===== config.mk =====
export PLATFORM = sky130hd
export DESIGN_NAME = fft_seq
export DESIGN_NICKNAME = d
export VERILOG_FILES = /design/src/rtl/fft_seq.sv
export SDC_FILE = /design/constraint.sdc
export NUM_CORES = 1
export LEC_CHECK = 0
export BUFFER_PORTS_ARGS = -buffer_cell sky130_fd_sc_hd__buf_4
export CAP_MARGIN = 20
export CORE_MARGIN = 10
export CORE_UTILIZATION = 49
export CTS_BUF_LIST = sky130_fd_sc_hd__clkbuf_8
export DETAILED_ROUTE_END_ITERATION = 10
export PLACE_DENSITY = 0.77
export SLEW_MARGIN = 25
export SYNTH_ARGS = -nofsm -noshare
export SYNTH_HDL_FRONTEND = slang
export SYNTH_SLANG_ARGS = --single-unit

===== constraint.sdc =====
create_clock -name clk -period 2.3 [get_ports clk]
set_input_delay 0.23 -clock clk [delete_from_list [all_inputs] [get_ports clk]]
set_output_delay 0.23 -clock clk [all_outputs]
set_load 0.005 [all_outputs]

===== src/rtl/fft_seq.sv =====
// fft_seq: frame sequencer around an external FFT address controller.
// Walks each frame through IDLE -> LOAD -> COMPUTE -> READOUT, generating the
// natural-order RAM index (add_rd), the sample write enable, a one-cycle
// compute start pulse and a ready/valid readout handshake.
// Optional macro FFT_SEQ_CONT_EN: when defined, finishing READOUT goes
// straight back to LOAD (continuous framing) instead of IDLE.
module fft_seq #(
    parameter int N       = 9,  // log2 of FFT points
    parameter int FRAME_W = 8   // completed-frame counter width
) (
    input  logic               clk,
    input  logic               reset,        // asynchronous, active-low
    input  logic               frame_go,
    input  logic               abort,
    input  logic               sample_valid,
    output logic               sample_ready,
    output logic               fft_load,
    output logic               fft_start,
    input  logic               fft_done,
    output logic [N-1:0]       add_rd,
    output logic               out_valid,
    input  logic               out_ready,
    output logic               busy,
    output logic               overrun,
    output logic [FRAME_W-1:0] frame_cnt
);

    typedef enum logic [1:0] {
        S_IDLE    = 2'd0,
        S_LOAD    = 2'd1,
        S_COMPUTE = 2'd2,
        S_READOUT = 2'd3
    } state_t;

    localparam logic [N-1:0]       LAST_IDX  = {N{1'b1}};
    localparam logic [N-1:0]       IDX_ONE   = {{(N-1){1'b0}}, 1'b1};
    localparam logic [FRAME_W-1:0] FRAME_ONE = {{(FRAME_W-1){1'b0}}, 1'b1};

    // State after the last readout word: continuous mode skips IDLE.
`ifdef FFT_SEQ_CONT_EN
    localparam state_t S_AFTER_FRAME = S_LOAD;
`else
    localparam state_t S_AFTER_FRAME = S_IDLE;
`endif

    state_t             state_q, state_d;
    logic [N-1:0]       add_rd_q, add_rd_d;
    logic               out_valid_q, out_valid_d;
    logic               fft_start_q, fft_start_d;
    logic               overrun_q, overrun_d;
    logic [FRAME_W-1:0] frame_cnt_q, frame_cnt_d;
    logic               busy_q, busy_d;

    // Next-state and datapath decisions; abort overrides every other event.
    always_comb begin
        state_d     = state_q;
        add_rd_d    = add_rd_q;
        out_valid_d = out_valid_q;
        fft_start_d = 1'b0;
        overrun_d   = overrun_q;
        frame_cnt_d = frame_cnt_q;

        if (abort) begin
            // Discard whatever is in flight; counters and sticky flag hold.
            state_d     = S_IDLE;
            add_rd_d    = '0;
            out_valid_d = 1'b0;
        end else begin
            unique case (state_q)
                S_IDLE: begin
                    // Stray samples in IDLE are ignored without flagging.
                    if (frame_go) begin
                        state_d   = S_LOAD;
                        add_rd_d  = '0;
                        overrun_d = 1'b0;
                    end
                end
                S_LOAD: begin
                    if (sample_valid) begin
                        if (add_rd_q == LAST_IDX) begin
                            add_rd_d    = '0;
                            state_d     = S_COMPUTE;
                            fft_start_d = 1'b1;
                        end else begin
                            add_rd_d = add_rd_q + IDX_ONE;
                        end
                    end
                end
                S_COMPUTE: begin
                    if (sample_valid) begin
                        overrun_d = 1'b1;
                    end
                    if (fft_done) begin
                        state_d     = S_READOUT;
                        add_rd_d    = '0;
                        out_valid_d = 1'b0;
                    end
                end
                S_READOUT: begin
                    if (sample_valid) begin
                        overrun_d = 1'b1;
                    end
                    if (out_valid_q && out_ready) begin
                        // Word taken: advance and re-prime for the RAM latency.
                        out_valid_d = 1'b0;
                        if (add_rd_q == LAST_IDX) begin
                            add_rd_d    = '0;
                            frame_cnt_d = frame_cnt_q + FRAME_ONE;
                            state_d     = S_AFTER_FRAME;
                        end else begin
                            add_rd_d = add_rd_q + IDX_ONE;
                        end
                    end else begin
                        // RAM data at add_rd is valid one cycle after the address.
                        out_valid_d = 1'b1;
                    end
                end
                default: begin
                    state_d = S_IDLE;
                end
            endcase
        end

        busy_d = (state_d != S_IDLE);
    end

    // Sequencer registers with asynchronous active-low reset.
    always_ff @(posedge clk or negedge reset) begin
        if (!reset) begin
            state_q     <= S_IDLE;
            add_rd_q    <= '0;
            out_valid_q <= 1'b0;
            fft_start_q <= 1'b0;
            overrun_q   <= 1'b0;
            frame_cnt_q <= '0;
            busy_q      <= 1'b0;
        end else begin
            state_q     <= state_d;
            add_rd_q    <= add_rd_d;
            out_valid_q <= out_valid_d;
            fft_start_q <= fft_start_d;
            overrun_q   <= overrun_d;
            frame_cnt_q <= frame_cnt_d;
            busy_q      <= busy_d;
        end
    end

    // Load handshake is purely a function of the current state.
    always_comb begin
        sample_ready = (state_q == S_LOAD);
        fft_load     = (state_q == S_LOAD) && sample_valid;
    end

    assign add_rd    = add_rd_q;
    assign out_valid = out_valid_q;
    assign fft_start = fft_start_q;
    assign overrun   = overrun_q;
    assign frame_cnt = frame_cnt_q;
    assign busy      = busy_q;

endmodule

==> After elaboration in Yosys (flattened, before gate mapping) <==
Cells that the tools add are included.
{ "op_classes": {"addsub": 2, "eq_ne": 10, "mux": 26, "bitwise_logic": 1, "n_reduce_logical": 11} }
{ "op_table": {"columns": ["cell", "count"], "rows": [
  ["9-bit two-way mux", 6],
  ["9-bit one-hot mux with 4 select lines", 1],
  ["2-bit two-way mux", 7],
  ["3-bit != test (second input constant)", 4],
  ["4-bit AND reduction", 3],
  ["9-bit by 1-bit adder with 9-bit output (second input constant)", 1],
  ["9-bit equality test (second input constant)", 1],
  ["1-bit two-way mux", 9],
  ["8-bit by 1-bit adder with 8-bit output (second input constant)", 1],
  ["2-bit one-hot mux with 4 select lines", 1],
  ["2-bit equality test (second input constant)", 2],
  ["1-bit one-hot mux with 2 select lines", 2],
  ["2-bit nonzero test", 2],
  ["3-bit nonzero test", 1],
  ["2-bit by 1-bit equality test with 1-bit output (second input constant)", 1],
  ["1-bit logical AND", 2],
  ["2-bit logical NOT", 1],
  ["2-bit by 1-bit != test with 1-bit output (second input constant)", 1],
  ["2-bit != test (second input constant)", 1],
  ["2-bit AND reduction", 1],
  ["2-bit OR reduction", 1],
  ["1-bit NOT", 1]
]} }
{ "totals": {"reg_bits": 23, "inputBits": 7, "out_inout_bits": 23} }

==> Depth between registers and ports, before layout <==
Gate-level depths: netlist (run 1).
{ "logic_depth": {"depth_word": 6, "depth_mapped": 9, "ltp_nobuf": 9} }

==> Worst setup path after synthesis (run 1) <==
Ideal clock, no wire load.
{ "synth_timing": {"path_kind": "register to register", "start": "reg add_rd_q[0], in the netlist add_rd[0]", "end": "reg add_rd_q[3], in the netlist add_rd[3]", "arrival_ns": 2.268, "required_time_ns": 2.208, "slack_ns": -0.060, "stages_incl_launch_ff": 10, "n_path_buf": 1, "period_less_slack_ns": 2.360, "path_cell_list": "dfrtp_1 ha_1 and3_1 nand3_1 nor2_1 ha_1 or3b_4 or3_1 buf_2 o31ai_2"} }
{ "synth_between": {"elab_chain_cells": 5, "elab_cells_between_ends": 7, "classes_between": "add/sub: 1; eq/ne: 1; mux: 5"} }
{ "synth_lines": {"columns": ["element", "line_no", "source"], "rows": [
  ["from (decl)", "47", "logic [N-1:0] add_rd_q, add_rd_d;"],
  ["from (signal assigned)", "139", "add_rd_q <= add_rd_d;"],
  ["9-bit by 1-bit adder with 9-bit output / 9-bit equality test (equally long branches)", null, null],
  ["9-bit two-way mux *", "80, 106", null],
  ["9-bit two-way mux (on tied branches)", "103, 79", null],
  ["9-bit one-hot mux with 4 select lines *", "69", "unique case (state_q)"],
  ["9-bit two-way mux *", "63", "if (abort) begin"]
]} }
Every way passes the cells marked *; elsewhere a longest branch is shown, timed or not. The select of a mux whose other input is x is not followed.
A chain may end at the register's enable or synchronous reset.

==> Worst setup path in the final report (run 1) <==
Ends and elaborated chain as after synthesis.

==> flow_metrics.env, run 1 <==
export IMPL_num_vias=1038
export IMPL_tightestPinTransition_ns=0.4872
export IMPL_cp_max_fo=6
export IMPL_grt_pass1_wl_um=4899
export IMPL_num_io_pins=30
export IMPL_place_area_mm2=0.001480
export IMPL_setup_viol=0
export IMPL_layout_drive_gt1_share_pct=34.62
export IMPL_cap_viol_max_count=0
export IMPL_chipHeight_um=69.72
export IMPL_wl_per_cell_um=15.11
export IMPL_final_cells=184
export IMPL_post_cts_buffers=0
export IMPL_cpMostUsedCell="ha_2"
export IMPL_yosysWarnings=0
export IMPL_yosysSeqAreaShare_pct=47.52
export IMPL_cts_sinks=23
export IMPL_gr_total_overflow=0
export IMPL_power_frac_comb_pct=9.1
export IMPL_cellInternalPower_mw=0.5599
export IMPL_netlist_area_mm2=0.001211
export IMPL_cp_slowest_cell="dfrtp_1"
export IMPL_ys_ff_latch=23
export IMPL_cts_root_buffer="clkbuf_8"
export IMPL_hold_violations=0
export IMPL_end_kind="flop"
export IMPL_ant_nets=0
export IMPL_critPathTopFamily="simple AND/OR/NAND/NOR gates"
export IMPL_maxSlewHeadroom_pct=67.46
export IMPL_drc=0
export IMPL_vdd_ir_drop_max_mv=0.3598
export IMPL_synthToLayoutAreaGrowth_pct=28.72
export IMPL_hold_ws_ns=0.2208
export IMPL_mostFrequentLayoutCells="35 x buf_4, 23 x dfrtp_1, 11 x nand2_1, 11 x nor2_1"
export IMPL_fp_dieW_um=69.72
export IMPL_startpoint_type="flop"
export IMPL_path_cells="ha_2, and3_4, nand3_1, nor2_1, ha_2, or3b_4, or3_4, o31ai_2"
export IMPL_pwr_share_clk_pct=34.6
export IMPL_dr_pass1_iters=4
export IMPL_period_minus_slack_ns=2.183
export IMPL_cts_tree="done"
export IMPL_h_tree_depth=1
export IMPL_stdcell_area_mm2=0.001559
export IMPL_critPathBufInv=0
export IMPL_viasPerCell=5.641
export IMPL_numCtsBuffers=3
export IMPL_slew_violations=0
export IMPL_power_leakage_nw=0.7472
export IMPL_startpoint="add_rd[0]"
export IMPL_pwr_density_cell_mw_per_mm2=471.3
export IMPL_syn_area_per_cell_um2=9.928
export IMPL_grt_max_degree=24
export IMPL_io_buffer_count=29
export IMPL_die_area_mm2=0.004860
export IMPL_seq_power_share_pct=56.2
export IMPL_dpl_hpwl_um=2131
export IMPL_core_mm2=0.002276
export IMPL_cts_clk_slew_worst_paths_ns=0.08
export IMPL_fin_util_pct=68.50
export IMPL_row_count=17
export IMPL_switching_power_mw=0.1749
export IMPL_grt_pass1_vias=1062
export IMPL_cp_arrival_ns=2.37
export IMPL_worstReg2RegStart="add_rd[0]"
export IMPL_fin_nets=167
export IMPL_start_util_pct=53.22
export IMPL_synth_async_reset_ratio_pct=100.0
export IMPL_hold_class="in2reg"
export IMPL_worst_clock_skew_ns=0.004039
export IMPL_timing_fmax_mhz=458.1
export IMPL_insertion_delay_ns=0.27
export IMPL_min_from="abort"
export IMPL_dp_cells=179
export IMPL_required_ns=2.48
export IMPL_synth_nets=132
export IMPL_n_antenna_cell=0
export IMPL_crit_type="reg2reg"
export IMPL_power_switching_share_pct=23.80
export IMPL_status="completed"
export IMPL_place_gp_congestion=0.7886
export IMPL_ys_flop_type="dfrtp_1"
export IMPL_finalPower_mw=0.7348
export IMPL_synth_edf_count=0
export IMPL_cts_max_path_buffers=2
export IMPL_drtIter0Drc=49
export IMPL_max_stage_delay_ns=0.39
export IMPL_yosysUniqueCellTypes=36
export IMPL_track_usage_pct=11.47
export IMPL_synth_cells=122
export IMPL_wl_um=2781
export IMPL_fin_crit_sh_pct=94.91
export IMPL_nFillCells=173
export IMPL_antenna_found_initial=0
export IMPL_layout_commonest_cell="buf_4"
## metrics by stage
stage,TNS [ns],setup WS [ns]
3_3_place_gp,0,0.06285
4_1_cts,0,0.04283
2_1_floorplan,0,0.004066
6_report,0,0.1171
5_1_grt,-0.01735,-0.01735
3_5_place_dp,0,0.01273
## flip-flops by register name, indices dropped and copies added (netlist names)
| register | flops |
|---|---|
| add_rd | 9 |
| frame_cnt | 8 |
| out_valid | 1 |
| fft_start | 1 |
| state_q | 2 |
| overrun | 1 |
| busy | 1 |
## what timing repair did
action	CTS	global route
hold buffers	1	0
gates cloned	0	0
endpoints found under the setup margin	1	8
pin swaps	0	1
resized for setup	1	4
endpoints found under the hold margin	23	0
## layout make-up
cell class	count	area (µm²)	area share [%]
clock inverter	1	5.005	0.3210
tap	28	35.03	2.247
inverter	2	7.507	0.4815
multi-input combinational	91	621.8	39.89
clock buffer	3	41.29	2.648
timing repair buffer	36	272.8	17.50
sequential	23	575.6	36.92
## power by group through the flow
stage          registers (mW)  logic, mW  clock network [mW]
5_1_grt                 0.414     0.0767               0.269
6_report                0.413     0.0672               0.255
2_1_floorplan           0.420     0.0326                   0
3_5_place_dp            0.421     0.0658                   0
4_1_cts                 0.413     0.0680               0.260
3_3_place_gp            0.421     0.0642                   0
## kinds of logic after synthesis
group	share of synthesized area [%]
simple gates	21.80
compound gates	16.43
flops	47.52
buf+inv	3.409
xor+xnor	5.062
mux	2.686
fa+ha+maj	3.100
## cell usage after synthesis, types with 2 or more instances
| cell | instances | area [µm²] |
|---|---|---|
| o31ai_2 | 3 | 37.54 |
| o31ai_1 | 6 | 45.04 |
| mux2_2 | 2 | 22.52 |
| o21ai_0 | 6 | 30.03 |
| o21ai_1 | 3 | 15.01 |
| nand2_1 | 11 | 41.29 |
| nand3_1 | 6 | 30.03 |
| xnor2_1 | 6 | 52.55 |
| nand4_1 | 3 | 18.77 |
| a21oi_1 | 3 | 15.01 |
| nor3_1 | 3 | 15.01 |
| dfrtp_1 | 23 | 575.6 |
| nor3b_1 | 2 | 15.01 |
| clkbuf_1 | 2 | 7.510 |
| buf_2 | 3 | 15.01 |
| nand2b_1 | 3 | 18.77 |
| and4_1 | 2 | 17.52 |
| nor2_1 | 12 | 45.04 |
| ha_1 | 3 | 37.54 |
| and3_1 | 3 | 18.77 |
| inv_1 | 2 | 7.510 |
## routing by layer
metal / track usage [%] / part of all wire (%) / routed length [µm] / vias up
li1: - / - / - / 507
met1: 13.90 / 45 / 1250 / 497
met2: 18.35 / 46 / 1282 / 30
met3: 3.566 / 7.6 / 210 / 4
met4: 4.565 / 1.3 / 37 / 0
met5: 0 / 0 / 0 / -
## final timing paths
check	to	slack [ns]	depth (start not counted)
worst min register to register	frame_cnt[7]	0.48	1
worst min-delay path	state_q[1]	0.22	2
max in group asynchronous	frame_cnt[2]	1.69	2
worst max-delay path	add_rd[3]	0.12	8
min in group asynchronous	add_rd[4]	0.38	2
worst max register to register	add_rd[3]	0.12	8
Note: power is estimated with default switching activity, not from simulation.
==> run 2, diff against run 1 <==
- SETUP_SLACK_MARGIN: unset -> 0.4
==> run 2 against run 1 <==
Compared with the run above: power increased by 1.1%; utilization grew 6.6 points; via count increased by 10%; non-clock buffer count up 8; combinational power rose by 9.5%; maximum frequency is 1.2% higher; register-to-register slack improved by 0.03 ns; flip-flop and latch count unchanged; die area unchanged; highest routed layer unchanged; wire length is 24% higher; hold slack lost 0.017 ns; clock power hardly changed.
==> flow_metrics.env, run 2 (synthesized netlist as in run 1, its figures left out) <==
export IMPL_status="completed"
export IMPL_timing_fmax_mhz=463.7
export IMPL_drc=0
export IMPL_fin_crit_sh_pct=93.76
export IMPL_slew_violations=0
export IMPL_startpoint_type="flop"
export IMPL_fp_dieW_um=69.72
export IMPL_numCtsBuffers=3
export IMPL_dpl_hpwl_um=2198
export IMPL_num_vias=1146
export IMPL_post_place_ws_ns=0.01163
export IMPL_stdcell_area_mm2=0.001709
export IMPL_drtIter0Drc=105
export IMPL_maxSlewHeadroom_pct=71.59
export IMPL_core_mm2=0.002276
export IMPL_cts_clk_slew_worst_paths_ns=0.09
export IMPL_vdd_ir_drop_max_mv=0.3687
export IMPL_start_util_pct=53.22
export IMPL_rsz0062_at_grt="true"
export IMPL_final_cells=192
export IMPL_h_tree_depth=1
export IMPL_cellInternalPower_mw=0.5613
export IMPL_track_usage_pct=12.59
export IMPL_place_area_mm2=0.001483
export IMPL_mostFrequentLayoutCells="40 x buf_4, 23 x dfrtp_1, 11 x nand2_1"
export IMPL_chipHeight_um=69.72
export IMPL_synthToLayoutAreaGrowth_pct=41.12
export IMPL_insertion_delay_ns=0.26
export IMPL_grt_pass1_vias=1096
export IMPL_antenna_found_initial=0
export IMPL_io_buffer_count=29
export IMPL_grt_pass1_wl_um=5285
export IMPL_crit_type="reg2reg"
export IMPL_fin_tns_setup_ns=0
export IMPL_worst_clock_skew_ns=0.001820
export IMPL_gr_total_overflow=0
export IMPL_seq_power_share_pct=55.6
export IMPL_cap_viol_max_count=0
export IMPL_finalPower_mw=0.7432
export IMPL_pwr_share_clk_pct=34.5
export IMPL_r2r_slack_ns=0.14
export IMPL_switching_power_mw=0.1819
export IMPL_n_antenna_cell=0
export IMPL_cts_tree="done"
export IMPL_row_count=17
export IMPL_hold_class="in2reg"
export IMPL_wl_per_cell_um=18.03
export IMPL_dr_pass1_iters=4
export IMPL_largest_register_ffs=9
export IMPL_setup_ws_ns=0.1436
export IMPL_end_kind="flop"
export IMPL_required_ns=2.47
export IMPL_fin_util_pct=75.10
export IMPL_dp_cells=177
export IMPL_startpoint="add_rd[1]"
export IMPL_num_io_pins=30
export IMPL_cts_sinks=23
export IMPL_layout_drive_gt1_share_pct=42.07
export IMPL_worstReg2RegStart="add_rd[1]"
export IMPL_min_from="abort"
export IMPL_viasPerCell=5.969
export IMPL_grt_max_degree=24
export IMPL_ant_nets=0
export IMPL_cp_arrival_ns=2.33
export IMPL_power_leakage_nw=0.8004
export IMPL_power_switching_share_pct=24.48
export IMPL_power_frac_comb_pct=9.9
export IMPL_cts_root_buffer="clkbuf_8"
export IMPL_layout_commonest_cell="buf_4"
export IMPL_hold_ws_ns=0.2042
export IMPL_period_minus_slack_ns=2.156
export IMPL_wl_um=3462
export IMPL_die_area_mm2=0.004860
export IMPL_place_gp_congestion=0.8515
export IMPL_cts_max_path_buffers=2
export IMPL_pwr_density_cell_mw_per_mm2=434.9
export IMPL_tightestPinTransition_ns=0.4225
export IMPL_fin_nets=175
export IMPL_hold_violations=0
export IMPL_cp_max_fo=3
export IMPL_setup_viol=0
==> run 2: cell types whose count changed in the layout (fill, tap and decap cells not counted), sizes merged <==
cell and change:
buf +8
==> run 2: worst max-delay path, cell delays in order (launching register included) <==
cell and delay, ns:
dfrtp_1 0.38, ha_2 0.18, and3_4 0.20, nand3_4 0.09, nor2_4 0.11, ha_4 0.14
buf_6 0.09, buf_6 0.08, nand3b_1 0.17, nor3_2 0.31, nand2_1 0.12, xnor2_1 0.20
==> run 2: final cells by class <==
type	instances	area (µm²)
tap	28	35.03
inverter	2	7.507
clock inverter	1	5.005
sequential	23	575.6
fill	158	566.8
clock buffer	3	41.29
timing repair buffer	44	344.1
multi-input combinational	91	700.7
==> run 2: layer usage <==
| metal | track usage [%] | up-vias | wire [µm] |
|---|---|---|---|
| li1 | - | 527 | - |
| met5 | 0 | - | 0 |
| met3 | 3.424 | 6 | 228 |
| met1 | 15.43 | 564 | 1395 |
| met2 | 20.97 | 49 | 1776 |
| met4 | 3.478 | 0 | 61 |
==> run 2: worst paths after layout <==
check                      depth (start not counted)           end
min                                                2    state_q[1]
min in group asynchronous                          2     add_rd[2]
max reg2reg                                       11  frame_cnt[3]
max in group asynchronous                          2  frame_cnt[2]
max                                               11  frame_cnt[3]
min reg2reg                                        1  frame_cnt[7]
==> run 2: what timing repair did <==
action	in CTS	in global routing
hold buffers	1	0
setup buffers	6	4
cloned	0	0
gates resized for setup	6	13
pin swaps	8	11
endpoints found under the hold margin	23	0
endpoints found under the setup margin	15	17
==> run 2: power by group through the flow <==
stage                     Sequential [mW]  Clock [mW]  Combinational, mW
after floorplan                     0.420           0             0.0339
after global placement              0.421           0             0.0638
after detailed placement            0.421           0             0.0662
after CTS                           0.413       0.256             0.0698
after global routing                0.414       0.280             0.0818
final                               0.413       0.256             0.0736
